<file path="src/rtl/multicycle_control_unit_pkg.sv">
// Shared types for the multicycle control unit: FSM states, datapath mux selects,
// ALU operations, MIPS opcode/funct encodings and the instruction class record
// passed from the decoder to the FSM.
package multicycle_control_unit_pkg;

  localparam int unsigned OP_W    = 6;
  localparam int unsigned FN_W    = 6;
  localparam int unsigned WAIT_W  = 8;

  typedef enum logic [2:0] {FETCH, DECODE, EXEC, MEM, WB, HALT} cu_state_t;

  typedef enum logic [1:0] {PC_ADD4, PC_JUMP, PC_JR, PC_BRANCH} pcsrc_t;
  typedef enum logic [1:0] {ALUSRC_RDAT2, ALUSRC_SHAMT, ALUSRC_EXT} alusrc_t;
  typedef enum logic {EXT_ZERO, EXT_SIGN} extop_t;
  typedef enum logic [1:0] {WM_R31, WM_LUI, WM_DATA, WM_ALUOUT} wmux_t;
  typedef enum logic {ZSEL_EQ, ZSEL_NE} zero_sel_t;

  typedef enum logic [3:0] {
    ALU_SLL, ALU_SRL, ALU_ADD, ALU_SUB, ALU_AND,
    ALU_OR, ALU_XOR, ALU_NOR, ALU_SLT, ALU_SLTU
  } aluop_t;

  typedef enum logic [OP_W-1:0] {
    OP_RTYPE = 6'h00, OP_J    = 6'h02, OP_JAL  = 6'h03, OP_BEQ   = 6'h04,
    OP_BNE   = 6'h05, OP_ADDI = 6'h08, OP_ADDIU = 6'h09, OP_SLTI = 6'h0A,
    OP_SLTIU = 6'h0B, OP_ANDI = 6'h0C, OP_ORI  = 6'h0D, OP_XORI  = 6'h0E,
    OP_LUI   = 6'h0F, OP_LW   = 6'h23, OP_SW   = 6'h2B
  } opcode_t;

  typedef enum logic [FN_W-1:0] {
    FN_SLL = 6'h00, FN_SRL  = 6'h02, FN_JR  = 6'h08, FN_ADD = 6'h20,
    FN_ADDU = 6'h21, FN_SUB = 6'h22, FN_SUBU = 6'h23, FN_AND = 6'h24,
    FN_OR  = 6'h25, FN_XOR  = 6'h26, FN_NOR = 6'h27, FN_SLT = 6'h2A,
    FN_SLTU = 6'h2B
  } funct_t;

  // Instruction class flags the FSM sequences on.
  typedef struct packed {
    logic      is_branch;
    zero_sel_t zsel;
    logic      is_j;
    logic      is_jr;
    logic      is_lw;
    logic      is_sw;
    logic      is_trap_op;
    logic      rf_write;
  } iclass_t;

endpackage

</file>
<file path="src/rtl/multicycle_control_unit_mc_decode.sv">
// Purely combinational instruction decode: static datapath controls, register
// selects, field extraction and instruction class for the FSM.
// Ports: instr in; alu_op, alu_src, ext_op, w_mux, pc_src, wsel, rsel1, rsel2,
// imm16, shamt, j_addr26, cls out.
module multicycle_control_unit_mc_decode
  import multicycle_control_unit_pkg::*;
#(
  parameter int unsigned WORD_W   = 32,
  parameter int unsigned REG_AW   = 5,
  parameter int unsigned LINK_REG = 31
) (
  input  logic [WORD_W-1:0] instr,
  output aluop_t            alu_op,
  output alusrc_t           alu_src,
  output extop_t            ext_op,
  output wmux_t             w_mux,
  output pcsrc_t            pc_src,
  output logic [REG_AW-1:0] wsel,
  output logic [REG_AW-1:0] rsel1,
  output logic [REG_AW-1:0] rsel2,
  output logic [15:0]       imm16,
  output logic [4:0]        shamt,
  output logic [25:0]       j_addr26,
  output iclass_t           cls
);

  opcode_t    op;
  funct_t     fn;
  logic [4:0] rs, rt, rd;

  assign op       = opcode_t'(instr[31:26]);
  assign fn       = funct_t'(instr[5:0]);
  assign rs       = instr[25:21];
  assign rt       = instr[20:16];
  assign rd       = instr[15:11];
  assign shamt    = instr[10:6];
  assign imm16    = instr[15:0];
  assign j_addr26 = instr[25:0];
  assign rsel1    = REG_AW'(rs);

  // Static decode; unknown opcodes/functs fall through as a non-writing NOP.
  always_comb begin
    alu_op  = ALU_ADD;
    alu_src = ALUSRC_EXT;
    ext_op  = EXT_SIGN;
    w_mux   = WM_ALUOUT;
    pc_src  = PC_ADD4;
    wsel    = REG_AW'(rt);
    rsel2   = '0;
    cls     = '0;
    unique case (op)
      OP_RTYPE: begin
        alu_src      = ALUSRC_RDAT2;
        wsel         = REG_AW'(rd);
        rsel2        = REG_AW'(rt);
        cls.rf_write = 1'b1;
        unique case (fn)
          FN_SLL:  begin alu_op = ALU_SLL; alu_src = ALUSRC_SHAMT; end
          FN_SRL:  begin alu_op = ALU_SRL; alu_src = ALUSRC_SHAMT; end
          FN_JR:   begin pc_src = PC_JR; cls.is_jr = 1'b1; cls.rf_write = 1'b0; end
          FN_ADD:  begin alu_op = ALU_ADD; cls.is_trap_op = 1'b1; end
          FN_ADDU: alu_op = ALU_ADD;
          FN_SUB:  begin alu_op = ALU_SUB; cls.is_trap_op = 1'b1; end
          FN_SUBU: alu_op = ALU_SUB;
          FN_AND:  alu_op = ALU_AND;
          FN_OR:   alu_op = ALU_OR;
          FN_XOR:  alu_op = ALU_XOR;
          FN_NOR:  alu_op = ALU_NOR;
          FN_SLT:  alu_op = ALU_SLT;
          FN_SLTU: alu_op = ALU_SLTU;
          default: cls.rf_write = 1'b0;
        endcase
      end
      OP_J:     begin pc_src = PC_JUMP; cls.is_j = 1'b1; end
      OP_JAL: begin
        pc_src       = PC_JUMP;
        w_mux        = WM_R31;
        wsel         = REG_AW'(LINK_REG);
        cls.rf_write = 1'b1;
      end
      OP_BEQ, OP_BNE: begin
        alu_op        = ALU_SUB;
        alu_src       = ALUSRC_RDAT2;
        rsel2         = REG_AW'(rt);
        pc_src        = PC_BRANCH;
        cls.is_branch = 1'b1;
        cls.zsel      = (op == OP_BNE) ? ZSEL_NE : ZSEL_EQ;
      end
      OP_ADDI:  begin cls.rf_write = 1'b1; cls.is_trap_op = 1'b1; end
      OP_ADDIU: cls.rf_write = 1'b1;
      OP_SLTI:  begin alu_op = ALU_SLT;  cls.rf_write = 1'b1; end
      OP_SLTIU: begin alu_op = ALU_SLTU; cls.rf_write = 1'b1; end
      OP_ANDI:  begin alu_op = ALU_AND; ext_op = EXT_ZERO; cls.rf_write = 1'b1; end
      OP_ORI:   begin alu_op = ALU_OR;  ext_op = EXT_ZERO; cls.rf_write = 1'b1; end
      OP_XORI:  begin alu_op = ALU_XOR; ext_op = EXT_ZERO; cls.rf_write = 1'b1; end
      OP_LUI:   begin w_mux = WM_LUI; ext_op = EXT_ZERO; cls.rf_write = 1'b1; end
      OP_LW:    begin w_mux = WM_DATA; cls.is_lw = 1'b1; cls.rf_write = 1'b1; end
      OP_SW:    begin rsel2 = REG_AW'(rt); cls.is_sw = 1'b1; end
      default:  ;
    endcase
  end

endmodule

</file>
<file path="src/rtl/multicycle_control_unit.sv">
// Multicycle control unit: FETCH/DECODE/EXEC/MEM/WB sequencer with cache
// handshakes, overflow trap, sticky halt and memory-wait timeout.
// Ports: CLK, RST (async, active-high); instr, i_hit, d_hit, zero_f, overflow_f in;
// strobes i_ren, ir_wen, d_ren, d_wen, pc_wen, rf_wen; decoded controls pc_src,
// alu_op, alu_src, ext_op, w_mux, wsel, rsel1, rsel2, imm16, shamt, j_addr26;
// status halt, timeout, state.
module multicycle_control_unit
  import multicycle_control_unit_pkg::*;
#(
  parameter int unsigned       WORD_W      = 32,
  parameter int unsigned       REG_AW      = 5,
  parameter int unsigned       LINK_REG    = 31,
  parameter logic [WORD_W-1:0] HALT_INSTR  = WORD_W'(32'hFFFF_FFFF),
  parameter bit                OVF_TRAP_EN = 1'b1,
  parameter int unsigned       MEM_TIMEOUT = 255
) (
  input  logic              CLK,
  input  logic              RST,
  input  logic [WORD_W-1:0] instr,
  input  logic              i_hit,
  input  logic              d_hit,
  input  logic              zero_f,
  input  logic              overflow_f,
  output logic              i_ren,
  output logic              ir_wen,
  output logic              d_ren,
  output logic              d_wen,
  output logic              pc_wen,
  output pcsrc_t            pc_src,
  output aluop_t            alu_op,
  output alusrc_t           alu_src,
  output extop_t            ext_op,
  output wmux_t             w_mux,
  output logic [REG_AW-1:0] wsel,
  output logic [REG_AW-1:0] rsel1,
  output logic [REG_AW-1:0] rsel2,
  output logic              rf_wen,
  output logic [15:0]       imm16,
  output logic [4:0]        shamt,
  output logic [25:0]       j_addr26,
  output logic              halt,
  output logic              timeout,
  output cu_state_t         state
);

  localparam logic [WAIT_W-1:0] TO_LIM = WAIT_W'(MEM_TIMEOUT);

  cu_state_t         state_next;
  iclass_t           cls;
  pcsrc_t            dec_pc_src;
  logic              ovf_q;
  logic [WAIT_W-1:0] wait_cnt;
  logic [WAIT_W-1:0] wait_inc;
  logic              to_reached;
  logic              waiting;
  logic              to_set;
  logic              taken;
  logic              trap;

  multicycle_control_unit_mc_decode #(
    .WORD_W  (WORD_W),
    .REG_AW  (REG_AW),
    .LINK_REG(LINK_REG)
  ) u_decode (
    .instr   (instr),
    .alu_op  (alu_op),
    .alu_src (alu_src),
    .ext_op  (ext_op),
    .w_mux   (w_mux),
    .pc_src  (dec_pc_src),
    .wsel    (wsel),
    .rsel1   (rsel1),
    .rsel2   (rsel2),
    .imm16   (imm16),
    .shamt   (shamt),
    .j_addr26(j_addr26),
    .cls     (cls)
  );

  assign taken  = (cls.zsel == ZSEL_EQ) ? zero_f : !zero_f;
  assign pc_src = (cls.is_branch && !taken) ? PC_ADD4 : dec_pc_src;
  assign trap   = OVF_TRAP_EN && ovf_q && cls.is_trap_op;

  // The count that this wait cycle would reach; a hit on that cycle wins.
  assign wait_inc   = wait_cnt + WAIT_W'(1);
  assign to_reached = (MEM_TIMEOUT != 0) && (wait_inc == TO_LIM);

  // Next state and strobes; all strobes are forced low while reset is held.
  always_comb begin
    state_next = state;
    i_ren      = 1'b0;
    ir_wen     = 1'b0;
    d_ren      = 1'b0;
    d_wen      = 1'b0;
    pc_wen     = 1'b0;
    rf_wen     = 1'b0;
    waiting    = 1'b0;
    to_set     = 1'b0;
    unique case (state)
      FETCH: begin
        i_ren = 1'b1;
        if (i_hit) begin
          ir_wen     = 1'b1;
          state_next = DECODE;
        end else begin
          waiting = 1'b1;
          if (to_reached) begin
            to_set     = 1'b1;
            state_next = HALT;
          end
        end
      end
      DECODE: state_next = (instr == HALT_INSTR) ? HALT : EXEC;
      EXEC: begin
        if (cls.is_branch || cls.is_j || cls.is_jr) begin
          pc_wen     = 1'b1;
          state_next = FETCH;
        end else if (cls.is_lw || cls.is_sw) begin
          state_next = MEM;
        end else begin
          state_next = WB;
        end
      end
      MEM: begin
        d_ren = cls.is_lw;
        d_wen = cls.is_sw;
        if (d_hit) begin
          if (cls.is_lw) begin
            state_next = WB;
          end else begin
            pc_wen     = 1'b1;
            state_next = FETCH;
          end
        end else begin
          waiting = 1'b1;
          if (to_reached) begin
            to_set     = 1'b1;
            state_next = HALT;
          end
        end
      end
      WB: begin
        if (trap) begin
          state_next = HALT;
        end else begin
          rf_wen     = cls.rf_write;
          pc_wen     = 1'b1;
          state_next = FETCH;
        end
      end
      HALT:    ;
      default: state_next = FETCH;
    endcase
    if (RST) begin
      i_ren  = 1'b0;
      ir_wen = 1'b0;
      d_ren  = 1'b0;
      d_wen  = 1'b0;
      pc_wen = 1'b0;
      rf_wen = 1'b0;
    end
  end

  // State register.
  always_ff @(posedge CLK or posedge RST) begin
    if (RST) state <= FETCH;
    else     state <= state_next;
  end

  // Wait counter, captured overflow, sticky halt and timeout.
  always_ff @(posedge CLK or posedge RST) begin
    if (RST) begin
      wait_cnt <= '0;
      ovf_q    <= 1'b0;
      halt     <= 1'b0;
      timeout  <= 1'b0;
    end else begin
      wait_cnt <= waiting ? wait_inc : '0;
      if (state == EXEC)      ovf_q   <= overflow_f;
      if (state_next == HALT) halt    <= 1'b1;
      if (to_set)             timeout <= 1'b1;
    end
  end

endmodule

</file>
<file path="config.mk">
export PLATFORM = sky130hd
export DESIGN_NAME = multicycle_control_unit
export DESIGN_NICKNAME = d
export VERILOG_FILES = /design/src/rtl/multicycle_control_unit_pkg.sv /design/src/rtl/multicycle_control_unit_mc_decode.sv /design/src/rtl/multicycle_control_unit.sv
export SDC_FILE = /design/constraint.sdc
export NUM_CORES = 1
export LEC_CHECK = 0
export ABC_AREA = 1
export CELL_PAD_IN_SITES_DETAIL_PLACEMENT = 0
export CELL_PAD_IN_SITES_GLOBAL_PLACEMENT = 2
export CORE_MARGIN = 2
export CORE_UTILIZATION = 31
export CTS_BUF_LIST = sky130_fd_sc_hd__clkbuf_4
export DETAILED_ROUTE_END_ITERATION = 8
export DONT_BUFFER_PORTS = 1
export PLACE_DENSITY = 0.93
export SLEW_MARGIN = 25
export SYNTH_ARGS = -nofsm -noshare
export SYNTH_HDL_FRONTEND = slang
export SYNTH_SLANG_ARGS = --single-unit
</file>
<file path="constraint.sdc">
create_clock -name CLK -period 2.8 [get_ports CLK]
set_clock_uncertainty 0.05 [all_clocks]
set_input_delay 0.84 -clock CLK [delete_from_list [all_inputs] [get_ports CLK]]
set_output_delay 0.84 -clock CLK [all_outputs]
set_load 0.02 [all_outputs]
</file>
==> impl_results.md, run 1 <==
* Status: completed
* Final Non-Filler Cells at 361
* Slew @ Worst Pin at 0.554 ns
* Flops & latches, synth at 14
* Worst hold path type: primary input to asynchronous set/reset pin
* Reg clk slew, reported paths at 0.09 ns
* Fill cells at 678
* RSZ-0062 raised after global routing: true
* Iteration-0 DRC Markers at 53
* Relative slew slack at 0.630
* Die height at 83.5 um
* Initial core utilization at 0.325
* DIE WIDTH at 83.5 um
* Crit Path Class: primary input to output pin
* Global route overflow at 0
* Total CTS buffers at 3
* Sink Count at 14
* Dpl cell area at 0.00181 mm2
* Post-synth top flop: dfrtp_1
* Vias in the first global route at 1773
* Number of synthesized flops with an enable pin at 0
* Most common cell after layout, fill and taps aside: nand2_1
* Most frequent cells in the layout: nand2_1 (73), inv_1 (45), nor2_1 (29), buf_4 (22), nand3_1 (21)
* DR WL/cell at 13.6 um
* Core Footprint at 0.00603 mm2
* WL final at 4910 um
* CP max stage delay at 0.20 ns
* Area Overhead vs Synth at -2.43%
* Initial antenna violation count at 0
* Share of post-route cells with drive strength above 1 at 0.231
* CP required at 1.91 ns
* Worst hold slack at 0.439 ns
* CP Cell Sequence: nor2_4 -> inv_2 -> nor3_4 -> inv_2 -> o21ai_2 -> a211oi_1 -> nor3_2 -> buf_4
* Max-slew violation count at 0
* Vias/cell at 4.90
* Final nets at 327
* Synth warn at 0
* Final Hold Viols at 0
* Vias at 1768
* Worst Path Max Fanout at 6
* Worst setup EP type: output pin
* Largest net degree at the start of global routing at 15
* Critical path startpoint category: primary input
* Final HPWL DP at 4060 um
* LEAKAGE at 0.983 nW
* Port Buffers at 0
* Die area at 0.00697 mm2
* Slowest cell on crit path: nor3_4
* CP Data Arrival Time at 1.82 ns
* Clock root buffer master: clkbuf_4
* ANT cells at 0
* P per Cell Area at 214 mW/mm2
* Clock latency on the worst-skew pair at 0.28 ns
* Unique masters post-synth at 31
* Sequential share of the synthesized area at 0.179
* Post-synthesis cell count at 313
* CTS tree: built
* Clock H-tree levels at 1
* GPL Wtd Cong at 0.852
* Drt drc at 0
* Finished Core Util at 0.317
* Synth async-reset ratio at 1.00
* Num rows at 28
* Power Total at 0.408 mW
* Total track usage at 0.137
* Global-route wire length before repair at 8030 um
* Synthesized cell area at 0.00196 mm2
* Most Frequent Cell on Critical Path: inv_2
* IO Count at 122
* Fin area at 0.00191 mm2
* Final min period at 2.71 ns
* Post-route ant nets at 0
* Final period util at 0.970
* Placed cell count at 355
* # setup viols final at 0
* Max-cap viol count at 0
* Average size of a mapped cell at 6.26 um2
* Clock Path Buffers at 2
* Syn Nets at 353
* Initial DRT Pass Iterations at 4
* Peak VDD IR at 0.121 mV
* FMAX at 368 MHz
[metrics by stage]
stage          setup TNS [ns]  worst slack (ns)
6_report                    0            0.0852
5_1_grt               -0.0502           -0.0502
3_3_place_gp                0            0.0384
4_1_cts                     0            0.0389
3_5_place_dp                0           0.00628
2_1_floorplan        -0.00300          -0.00300
[kinds of logic after synthesis]
group                    after synthesis  share of synthesized area
buffers and inverters                103                      0.304
AO/OA/AOI/OAI                         26                     0.0907
adder cells (fa/ha/maj)                2                     0.0128
flip-flops                            14                      0.179
AND/OR/NAND/NOR                      168                      0.414
[worst max-delay path, delay by kind of cell]
family,cells,cell delay (ns)
AO/OA/AOI/OAI,2,0.13
buffers and inverters,3,0.31
AND/OR/NAND/NOR,3,0.53
[where the power goes]
part / switching (mW) / total, mW / internal, mW
Sequential: 0.00135 / 0.204 / 0.203
Clock: 0.0651 / 0.117 / 0.0516
Combinational: 0.0589 / 0.0873 / 0.0284
Total: 0.125 / 0.408 / 0.283
[what timing repair did]
| item | 4_1_cts | 5_1_grt |
|---|---|---|
| pin swaps | 0 | 5 |
| setup endpoints to repair | 1 | 8 |
| gates cloned | 0 | 0 |
| setup buffers | 0 | 2 |
| hold buffers | 0 | 0 |
| resized for setup | 1 | 18 |
[sequential cells by signal (all words and copies together) (netlist names)]
signal    count
wait_cnt      8
halt          1
state         3
ovf_q         1
timeout       1
[final timing paths]
check                            startpoint           to  slack, ns  cells after the start
max in group asynchronous               RST     state[0]       1.89                      1
worst min register to register  wait_cnt[0]  wait_cnt[0]       0.49                      1
worst min-delay path                    RST  wait_cnt[1]       0.44                      1
worst max register to register  wait_cnt[0]         halt       0.98                     12
min in group CLK                wait_cnt[0]  wait_cnt[0]       0.49                      1
worst max-delay path              instr[28]       rf_wen       0.09                      8
[cells in the mapped netlist (4+ instances only)]
master   number  area [um2]
dfrtp_1      14         350
buf_4        52         390
nand3_1      22         110
nand2_2       4        25.0
nor3_1        9        45.0
nand2_1      74         278
a21oi_1       8        40.0
nor2_2        4        25.0
nor2_1       35         131
nand3_2       7        70.1
nand4_1       5        31.3
inv_1        49         184
[metal layers]
metal | up-vias | part of all wire | wire (um) | global-route usage
met4 | 0 | 0.0061 | 30 | 0.0191
met2 | 84 | 0.53 | 2600 | 0.270
li1 | 880 | - | - | -
met3 | 6 | 0.068 | 336 | 0.0267
met5 | - | 0 | 0 | 0
met1 | 798 | 0.40 | 1940 | 0.154
[cell type report]
class | instances | area (um2) | area share
timing repair buffer | 22 | 165 | 0.0864
clock inverter | 1 | 3.75 | 0.00196
sequential | 14 | 350 | 0.183
clock buffer | 3 | 22.5 | 0.0118
tap | 75 | 93.8 | 0.0491
inverter | 50 | 193 | 0.101
multi-input combinational | 196 | 1080 | 0.566
(Power assumes the default switching activity.)
==> run 2, diff against run 1 <==
- GPL_ROUTABILITY_DRIVEN: default -> 0
==> results of run 2 <==
The final DEF is identical to that of run 1; final timing and power are the same.
